$ cat src/rtl/opb_register_simulink2ppc_snap_if.sv
// OPB bus bundle between the PowerPC-side master and the snapshot register slave.
// Big-endian OPB bit numbering: index 0 is the most significant bit.
interface opb_register_simulink2ppc_snap_if;
   logic [0:31] OPB_ABus;
   logic [0:3]  OPB_BE;
   logic [0:31] OPB_DBus;
   logic        OPB_RNW;
   logic        OPB_select;
   logic        OPB_seqAddr;
   logic [0:31] Sl_DBus;
   logic        Sl_xferAck;
   logic        Sl_errAck;
   logic        Sl_retry;
   logic        Sl_toutSup;

   modport master (
      output OPB_ABus, OPB_BE, OPB_DBus, OPB_RNW, OPB_select, OPB_seqAddr,
      input  Sl_DBus, Sl_xferAck, Sl_errAck, Sl_retry, Sl_toutSup
   );

   modport slave (
      input  OPB_ABus, OPB_BE, OPB_DBus, OPB_RNW, OPB_select, OPB_seqAddr,
      output Sl_DBus, Sl_xferAck, Sl_errAck, Sl_retry, Sl_toutSup
   );
endinterface

$ cat src/rtl/opb_register_simulink2ppc_snap.sv
// Fabric-to-PowerPC snapshot register: captures a user word on a strobe and exposes
// DATA / STATUS (new_data, overrun, freeze, update count) / CTRL over a 256-byte OPB window.
module opb_register_simulink2ppc_snap #(
   parameter logic [31:0] C_BASEADDR   = 32'h0000_0000,
   parameter logic [31:0] C_HIGHADDR   = 32'h0000_00FF,
   parameter int          C_OPB_AWIDTH = 32,
   parameter int          C_OPB_DWIDTH = 32,
   parameter string       C_FAMILY     = "virtex5"
) (
   input  logic                                   OPB_Clk,
   input  logic                                   OPB_Rst_n,
   opb_register_simulink2ppc_snap_if.slave        opb,
   input  logic [31:0]                            user_data_in,
   input  logic                                   user_we,
   output logic                                   user_overrun
);

   localparam logic [5:0] LP_OFF_DATA   = 6'd0;
   localparam logic [5:0] LP_OFF_STATUS = 6'd1;
   localparam logic [5:0] LP_OFF_CTRL   = 6'd2;

   logic [31:0]             r_data;
   logic                    r_newData;
   logic                    r_overrun;
   logic                    r_freeze;
   logic [15:0]             r_count;
   logic                    r_xferAck;
   logic [C_OPB_DWIDTH-1:0] r_rdData;

   logic [C_OPB_AWIDTH-1:0] w_addr;
   logic [31:0]             w_relAddr;
   logic                    w_hit;
   logic [5:0]              w_offset;
   logic                    w_start;
   logic                    w_rd;
   logic                    w_wr;
   logic                    w_capture;
   logic                    w_dataRdAck;
   logic                    w_ctrlWr;
   logic                    w_clr;
   logic [31:0]             w_status;
   logic [31:0]             w_rdMux;
   logic                    w_unused;

   // Subtract-then-compare keeps the window test free of constant comparisons when the base is zero.
   assign w_addr      = opb.OPB_ABus;
   assign w_relAddr   = w_addr - C_BASEADDR;
   assign w_hit       = (w_relAddr <= (C_HIGHADDR - C_BASEADDR));
   assign w_offset    = opb.OPB_ABus[24:29];

   assign w_start     = opb.OPB_select & w_hit & ~r_xferAck;
   assign w_rd        = w_start & opb.OPB_RNW;
   assign w_wr        = w_start & ~opb.OPB_RNW;
   assign w_capture   = user_we & ~r_freeze;
   assign w_dataRdAck = w_rd & (w_offset == LP_OFF_DATA);
   assign w_ctrlWr    = w_wr & (w_offset == LP_OFF_CTRL) & opb.OPB_BE[3];
   assign w_clr       = w_ctrlWr & opb.OPB_DBus[30];

   assign w_status    = {r_count, 13'b0, r_freeze, r_overrun, r_newData};

   always_comb begin
      w_rdMux = 32'h0;
      case (w_offset)
         LP_OFF_DATA:   w_rdMux = r_data;
         LP_OFF_STATUS: w_rdMux = w_status;
         LP_OFF_CTRL:   w_rdMux = {31'b0, r_freeze};
         default:       w_rdMux = 32'h0;
      endcase
   end

   // A capture in the ack cycle wins over the new_data clear; clr wipes the old state before this capture lands.
   always_ff @(posedge OPB_Clk or negedge OPB_Rst_n) begin
      if (!OPB_Rst_n) begin
         r_data    <= 32'h0;
         r_newData <= 1'b0;
         r_overrun <= 1'b0;
         r_freeze  <= 1'b0;
         r_count   <= 16'h0;
         r_xferAck <= 1'b0;
         r_rdData  <= '0;
      end else begin
         r_xferAck <= w_start;
         r_rdData  <= w_rd ? w_rdMux : '0;

         if (w_capture) begin
            r_data <= user_data_in;
         end

         if (w_capture) begin
            r_newData <= 1'b1;
         end else if (w_dataRdAck) begin
            r_newData <= 1'b0;
         end

         r_overrun <= (r_overrun & ~w_clr) | (w_capture & r_newData);
         r_count   <= (w_clr ? 16'h0 : r_count) + {15'b0, w_capture};

         if (w_ctrlWr) begin
            r_freeze <= opb.OPB_DBus[31];
         end
      end
   end

   assign opb.Sl_DBus    = r_rdData;
   assign opb.Sl_xferAck = r_xferAck;
   assign opb.Sl_errAck  = 1'b0;
   assign opb.Sl_retry   = 1'b0;
   assign opb.Sl_toutSup = 1'b0;
   assign user_overrun   = r_overrun;

   assign w_unused = &{1'b0, opb.OPB_BE[0:2], opb.OPB_DBus[0:29], opb.OPB_seqAddr};

endmodule

$ cat src/flat_wrapper.sv
// flat-port wrapper written by rule: the top's interface ports become plain ports
module opb_register_simulink2ppc_snap_flat 
#(
   parameter logic [31:0] C_BASEADDR   = 32'h0000_0000,
   parameter logic [31:0] C_HIGHADDR   = 32'h0000_00FF,
   parameter int          C_OPB_AWIDTH = 32,
   parameter int          C_OPB_DWIDTH = 32,
   parameter string       C_FAMILY     = "       "
)
  (OPB_Clk, OPB_Rst_n, user_data_in, user_we, user_overrun, opb_OPB_ABus, opb_OPB_BE, opb_OPB_DBus, opb_OPB_RNW, opb_OPB_select, opb_OPB_seqAddr, opb_Sl_DBus, opb_Sl_xferAck, opb_Sl_errAck, opb_Sl_retry, opb_Sl_toutSup);
  opb_register_simulink2ppc_snap_if opb_i ();
  input  logic OPB_Clk;
  input  logic OPB_Rst_n;
  input  logic [31:0] user_data_in;
  input  logic user_we;
  output logic user_overrun;
  input wire logic [$bits(opb_i.OPB_ABus)-1:0] opb_OPB_ABus;
  input wire logic [$bits(opb_i.OPB_BE)-1:0] opb_OPB_BE;
  input wire logic [$bits(opb_i.OPB_DBus)-1:0] opb_OPB_DBus;
  input wire logic [$bits(opb_i.OPB_RNW)-1:0] opb_OPB_RNW;
  input wire logic [$bits(opb_i.OPB_select)-1:0] opb_OPB_select;
  input wire logic [$bits(opb_i.OPB_seqAddr)-1:0] opb_OPB_seqAddr;
  output wire logic [$bits(opb_i.Sl_DBus)-1:0] opb_Sl_DBus;
  output wire logic [$bits(opb_i.Sl_xferAck)-1:0] opb_Sl_xferAck;
  output wire logic [$bits(opb_i.Sl_errAck)-1:0] opb_Sl_errAck;
  output wire logic [$bits(opb_i.Sl_retry)-1:0] opb_Sl_retry;
  output wire logic [$bits(opb_i.Sl_toutSup)-1:0] opb_Sl_toutSup;
  assign opb_i.OPB_ABus = opb_OPB_ABus;
  assign opb_i.OPB_BE = opb_OPB_BE;
  assign opb_i.OPB_DBus = opb_OPB_DBus;
  assign opb_i.OPB_RNW = opb_OPB_RNW;
  assign opb_i.OPB_select = opb_OPB_select;
  assign opb_i.OPB_seqAddr = opb_OPB_seqAddr;
  assign opb_Sl_DBus = opb_i.Sl_DBus;
  assign opb_Sl_xferAck = opb_i.Sl_xferAck;
  assign opb_Sl_errAck = opb_i.Sl_errAck;
  assign opb_Sl_retry = opb_i.Sl_retry;
  assign opb_Sl_toutSup = opb_i.Sl_toutSup;
  opb_register_simulink2ppc_snap #(.C_BASEADDR(C_BASEADDR), .C_HIGHADDR(C_HIGHADDR), .C_OPB_AWIDTH(C_OPB_AWIDTH), .C_OPB_DWIDTH(C_OPB_DWIDTH), .C_FAMILY(C_FAMILY)) u_core (.OPB_Clk(OPB_Clk), .OPB_Rst_n(OPB_Rst_n), .opb(opb_i), .user_data_in(user_data_in), .user_we(user_we), .user_overrun(user_overrun));
endmodule
$ cat config.mk
export PLATFORM = sky130hd
export DESIGN_NAME = opb_register_simulink2ppc_snap_flat
export DESIGN_NICKNAME = d
export VERILOG_FILES = /design/src/rtl/opb_register_simulink2ppc_snap_if.sv /design/src/rtl/opb_register_simulink2ppc_snap.sv /design/src/flat_wrapper.sv
export SDC_FILE = /design/constraint.sdc
export NUM_CORES = 1
export LEC_CHECK = 0
export ABC_AREA = 1
export CAP_MARGIN = 0
export CORE_UTILIZATION = 44
export CTS_BUF_LIST = sky130_fd_sc_hd__clkbuf_4 sky130_fd_sc_hd__clkbuf_8 sky130_fd_sc_hd__clkbuf_16
export DETAILED_ROUTE_END_ITERATION = 16
export GPL_TIMING_DRIVEN = 0
export PLACE_DENSITY_LB_ADDON = 0.05
export REMOVE_ABC_BUFFERS = 1
export SETUP_SLACK_MARGIN = 0.15
export SLEW_MARGIN = 20
export SYNTH_ARGS = -nofsm -noshare
export SYNTH_HDL_FRONTEND = slang
export SYNTH_SLANG_ARGS = --single-unit
$ cat constraint.sdc
create_clock -name OPB_Clk -period 3.09 [get_ports OPB_Clk]
set_clock_uncertainty 0.1 [all_clocks]
set_input_delay 0.309 -clock OPB_Clk [delete_from_list [all_inputs] [get_ports OPB_Clk]]
set_output_delay 0.309 -clock OPB_Clk [all_outputs]
set_load 0.05 [all_outputs]
**Word level (Yosys, flattened, before mapping)**

Index checks and enable logic that the tools add are counted.

- Register bits: 84
- Output and inout port bits: 37

- Add/sub/neg operators: 1
- $lt $le $gt $ge: 1
- Eq/ne operators: 2
- Multiplexer cells: 5
- Bitwise operators: 16
- Reductions and logical operators: 2

Operator list:

| kind | number |
|---|---|
| $pmux 32 s3 | 1 |
| $le 32x8->1 const B | 1 |
| $mux 32 | 1 |
| $add 16x1->16 | 1 |
| $mux 16 | 1 |
| $and 1x1->1 | 11 |
| $eq 6x1->1 const B | 1 |
| $eq 6x2->1 const B | 1 |
| $logic_not 6->1 | 1 |
| $not 1->1 | 4 |
| $mux 1 | 2 |
| $reduce_bool 2->1 | 1 |
| $or 1x1->1 | 1 |

**Depth between registers and ports, before layout**

- Depth in word-level cells: 10
- Mapped depth: 18
- Mapped depth without buffers: 16

**Least setup slack after synthesis**

Ideal clock, no wire load.

- Path type: reg-to-reg
- From: register u_core.r_xferAck (netlist: u_core.opb.Sl_xferAck)
- To: register u_core.r_count[8]
- Setup time: 0.121 ns
- Arrival time: 2.395 ns
- Required time: 2.869 ns
- Slack: 0.473 ns
- Cell stages (with the launch flop): 17
- Path buffers: 2
- Cells stage by stage: dfrtp_1 > nor2_1 > nand2_1 > nor2_1 > nand2_1 > nor2_2 > nand3_4 > buf_6 > buf_6 > nand2_1 > inv_1 > ha_1 > ha_1 > nand4_1 > nor2_1 > nand2_1 > xor2_1

- Longest elaborated chain between the ends: 8

RTL lines:

| item | RTL line | text |
|---|---|---|
| start: declaration | opb_register_simulink2ppc_snap.sv:27 | `logic r_xferAck;` |
| start signal: assignment | opb_register_simulink2ppc_snap.sv:82 | `r_xferAck <= w_start;` |
| $not 1->1 | opb_register_simulink2ppc_snap.sv:51 | `assign w_start = opb.OPB_select & w_hit & ~r_xferAck;` |
| $and 1x1->1 | opb_register_simulink2ppc_snap.sv:51 |  |
| $and 1x1->1 | opb_register_simulink2ppc_snap.sv:53 | `assign w_wr = w_start & ~opb.OPB_RNW;` |
| $and 1x1->1 (2 in a row) | opb_register_simulink2ppc_snap.sv:56 | `assign w_ctrlWr = w_wr & (w_offset == LP_OFF_CTRL) & opb.OPB_BE[3];` |
| $and 1x1->1 | opb_register_simulink2ppc_snap.sv:57 | `assign w_clr = w_ctrlWr & opb.OPB_DBus[30];` |
| $mux 16 | opb_register_simulink2ppc_snap.sv:96 | `r_count <= (w_clr ? 16'h0 : r_count) + {15'b0, w_capture};` |
| $add 16x1->16 | opb_register_simulink2ppc_snap.sv:96 |  |
| end signal: assignment | opb_register_simulink2ppc_snap.sv:96 |  |
| end: declaration | opb_register_simulink2ppc_snap.sv:26 | `logic [15:0] r_count;` |

Every way passes these cells.
A chain may end at the register's enable or synchronous reset.

**Worst setup path in the final report**

- From: register u_core.r_freeze
- To: register u_core.r_count[8]

- Longest elaborated chain between the ends: 3

RTL lines:

| item | RTL line | text |
|---|---|---|
| start: declaration | opb_register_simulink2ppc_snap.sv:25 | `logic r_freeze;` |
| start signal: assignment | opb_register_simulink2ppc_snap.sv:99 | `r_freeze <= opb.OPB_DBus[31];` |
| $not 1->1 | opb_register_simulink2ppc_snap.sv:54 | `assign w_capture = user_we & ~r_freeze;` |
| $and 1x1->1 | opb_register_simulink2ppc_snap.sv:54 |  |
| $add 16x1->16 | opb_register_simulink2ppc_snap.sv:96 |  |

Every way passes these cells.

==> flow_summary.ini <==
[critical_path]
cp_top_family = simple AND/OR/NAND/NOR gates
worst-endpoint-required_ns = 3.24
cp_slowest_cell = bufinv_8
crit_top_cell = ha_1
endpoint_kind = flip-flop
cp_max_fo = 46
cp.arrival_ns = 2.79
path_cells = inv_1 > nand2_2 > bufinv_8 > ha_1 > ha_1 > nand4_1 > nor2_2 > nand2_1 > xor2_1
worst-path-buf-inv = 2
worstSetupPathType = flip-flop to flip-flop
crit_path_max_incr_delay_ns = 0.45
crit_path_start_kind = flip-flop

[layout]
fin_cells = 647
drive_gt1_frac = 0.0587
synthToLayoutAreaGrowth_pct = 36.3
insertedDiodeCount = 0
fillers = 681
fin_nets = 648

[power]
leakagePower_nw = 2.50
ir_drop_uv = 225
power_mw = 2.05
power_density_mw_per_mm2 = 409

[logic_synthesis]
synth_flop_cell = dfrtp_1
synth_common_cells = nand2_1, dfrtp_1, nor2_1
netlist_instances = 437
ys_async_sr_fraction = 1.00
ys_seq_area_frac = 0.573
synth_seq_cells = 84
yosys-top-cells-area = dfrtp_1, nand2_1, nor2_1
synth.largest_area_cell = dfrtp_1
syn_avg_cell_area_sq_um = 8.40
yosys_warnings = 0
yosysMostFrequentCell = nand2_1
synth_edf_count = 0
syn_area_sq_mm = 0.00367
synth_top_area_share = 0.573
ys_types = 31

[floorplanning]
rows = 32
die_area_sq_mm = 0.00871
ios = 143
core_area_sq_mm = 0.00789
die_y_um = 93.3
die_x_um = 93.3
start_util = 0.465

[placement]
gp_congestion = 0.800
io_buffer_count = 103
dp_hpwl_um = 5730
place_ws_ns = -0.644
dp.cells = 630

[clock_tree]
cts.htree.levels = 3
root_buffer = clkbuf_8
cts_tree = built
clockBufferDepth = 2
cts.sinks = 84
clk_pin_slew_ns = 0.09
clock_latency_ns = 0.36
cts-buffers-inserted = 9

[timing]
worst_pin_slew_ns = 1.03
max_slew_margin = 0.309
timing.final.crit_share = 0.856
setup_viol = 0
min_period_ns = 2.64
postLayoutSetupSlackWorst_ns = 0.445
rsz0062_at_grt = no
fmax_ghz = 0.378
fin_hold_ws_ns = 0.337
final_hold_viol_count = 0
slew_violations = 0

[route]
met2_length_um = 3870
met3_length_um = 407
drc_errors = 0
top_layer_used = met4
wirelength_um = 8090
m1WireLength_um = 3650
via_per_inst = 4.77
dr.first_iter.drc_count = 99
first_pass_iters = 5
vias = 3087
ant_nets = 0
wl_per_cell_um = 12.5

[grt]
grt_max_degree = 50
globalRoute.totalOverflow = 0
antenna_found_initial = 0
grt_pass1_vias = 2939
grt_pass1_wl_um = 13700
grt_use_total = 0.206

[run_status]
status = complete, no violations

[hold_path]
holdCritPathClass = primary input to async pin

[job]
drv_cap = 0
power by group:
group	switching (mW)	internal (mW)	total, mW
Combinational	0.0542	0.0856	0.140
Sequential	0.0000000122	1.10	1.10
Clock	0.424	0.383	0.807
Total	0.478	1.57	2.05
flip-flops by register name, indices dropped and copies added (netlist names):
| name | cells |
|---|---|
| u_core.opb.Sl_DBus | 32 |
| u_core.r_newData | 1 |
| u_core.r_data | 32 |
| u_core.opb.Sl_xferAck | 1 |
| u_core.r_count | 16 |
| u_core.r_freeze | 1 |
| u_core.user_overrun | 1 |
path summary, 6_finish.rpt:
| check | startpoint | depth (start not counted) | slack (ns) | to |
|---|---|---|---|---|
| worst max register to register | u_core.r_freeze$_DFFE_PN0N_ | 9 | 0.45 | u_core.r_count[8]$_DFF_PN0_ |
| max in group asynchronous | OPB_Rst_n | 3 | 1.95 | u_core.r_count[10]$_DFF_PN0_ |
| worst min-delay path | OPB_Rst_n | 2 | 0.34 | u_core.r_data[7]$_DFFE_PN0P_ |
| worst max-delay path | u_core.r_freeze$_DFFE_PN0N_ | 9 | 0.45 | u_core.r_count[8]$_DFF_PN0_ |
| min in group OPB_Clk | u_core.r_data[22]$_DFFE_PN0P_ | 2 | 0.38 | u_core.opb.Sl_DBus[9]$_DFF_PN0_ |
| worst min register to register | u_core.r_data[22]$_DFFE_PN0P_ | 2 | 0.38 | u_core.opb.Sl_DBus[9]$_DFF_PN0_ |
per-stage QoR:
step / TNS [ns] / area [sq um] / utilization
detailed placement: -4.39 / 4770 / 0.605
CTS: 0 / 5000 / 0.634
global placement: -117.53 / 4740 / 0.601
floorplan: 0 / 3580 / -
finish: 0 / 5000 / 0.634
global route: 0 / 5000 / 0.634
placed cells by master (no fill, tap or decap), types with 2 or more instances in the layout:
master,Yosys,layout
nor3_1,2,2
a21oi_1,2,2
nand3_1,26,26
nand4_1,9,9
ha_1,2,2
o21ai_0,24,24
conb_1,1,3
clkinvlp_4,0,2
nor2_2,1,2
xnor2_1,4,4
inv_6,0,3
clkbuf_8,0,9
nor2_1,59,58
inv_1,42,42
xor2_1,2,2
nand2_2,4,5
nand2_1,149,148
dfrtp_1,84,84
clkdlybuf4s50_1,0,102
layout make-up:
class	instances	area, sq um	share of cell area
clock inverter	7	80.1	0.0160
sequential	84	2100	0.420
inverter	44	180	0.0360
tap	102	128	0.0255
multi-input combinational	296	1320	0.264
timing repair buffer	105	1070	0.213
clock buffer	9	124	0.0248
cells by family after synthesis:
kind of cell	share of synthesized area
AOI/OAI and AO/OA	0.0378
xor gates and xnor gates	0.0143
adders and majority gates	0.00682
buffers and inverters	0.0706
DFF	0.573
other	0.00102
and+or+nand+nor	0.297
routing by layer:
layer / global-route usage / vias up
met3: 0.0455 / 11
li1: - / 1553
met5: 0 / -
met2: 0.336 / 82
met1: 0.270 / 1441
met4: 0.0744 / 0
what timing repair did:
action / 4_1_cts / 5_1_grt
resized for setup: 4 / 1
buffers inserted: 0 / 0
hold endpoints to repair: 35 / 0
hold buffers: 1 / 0
endpoints found under the setup margin: 10 / 3
(Power assumes the default switching activity.)
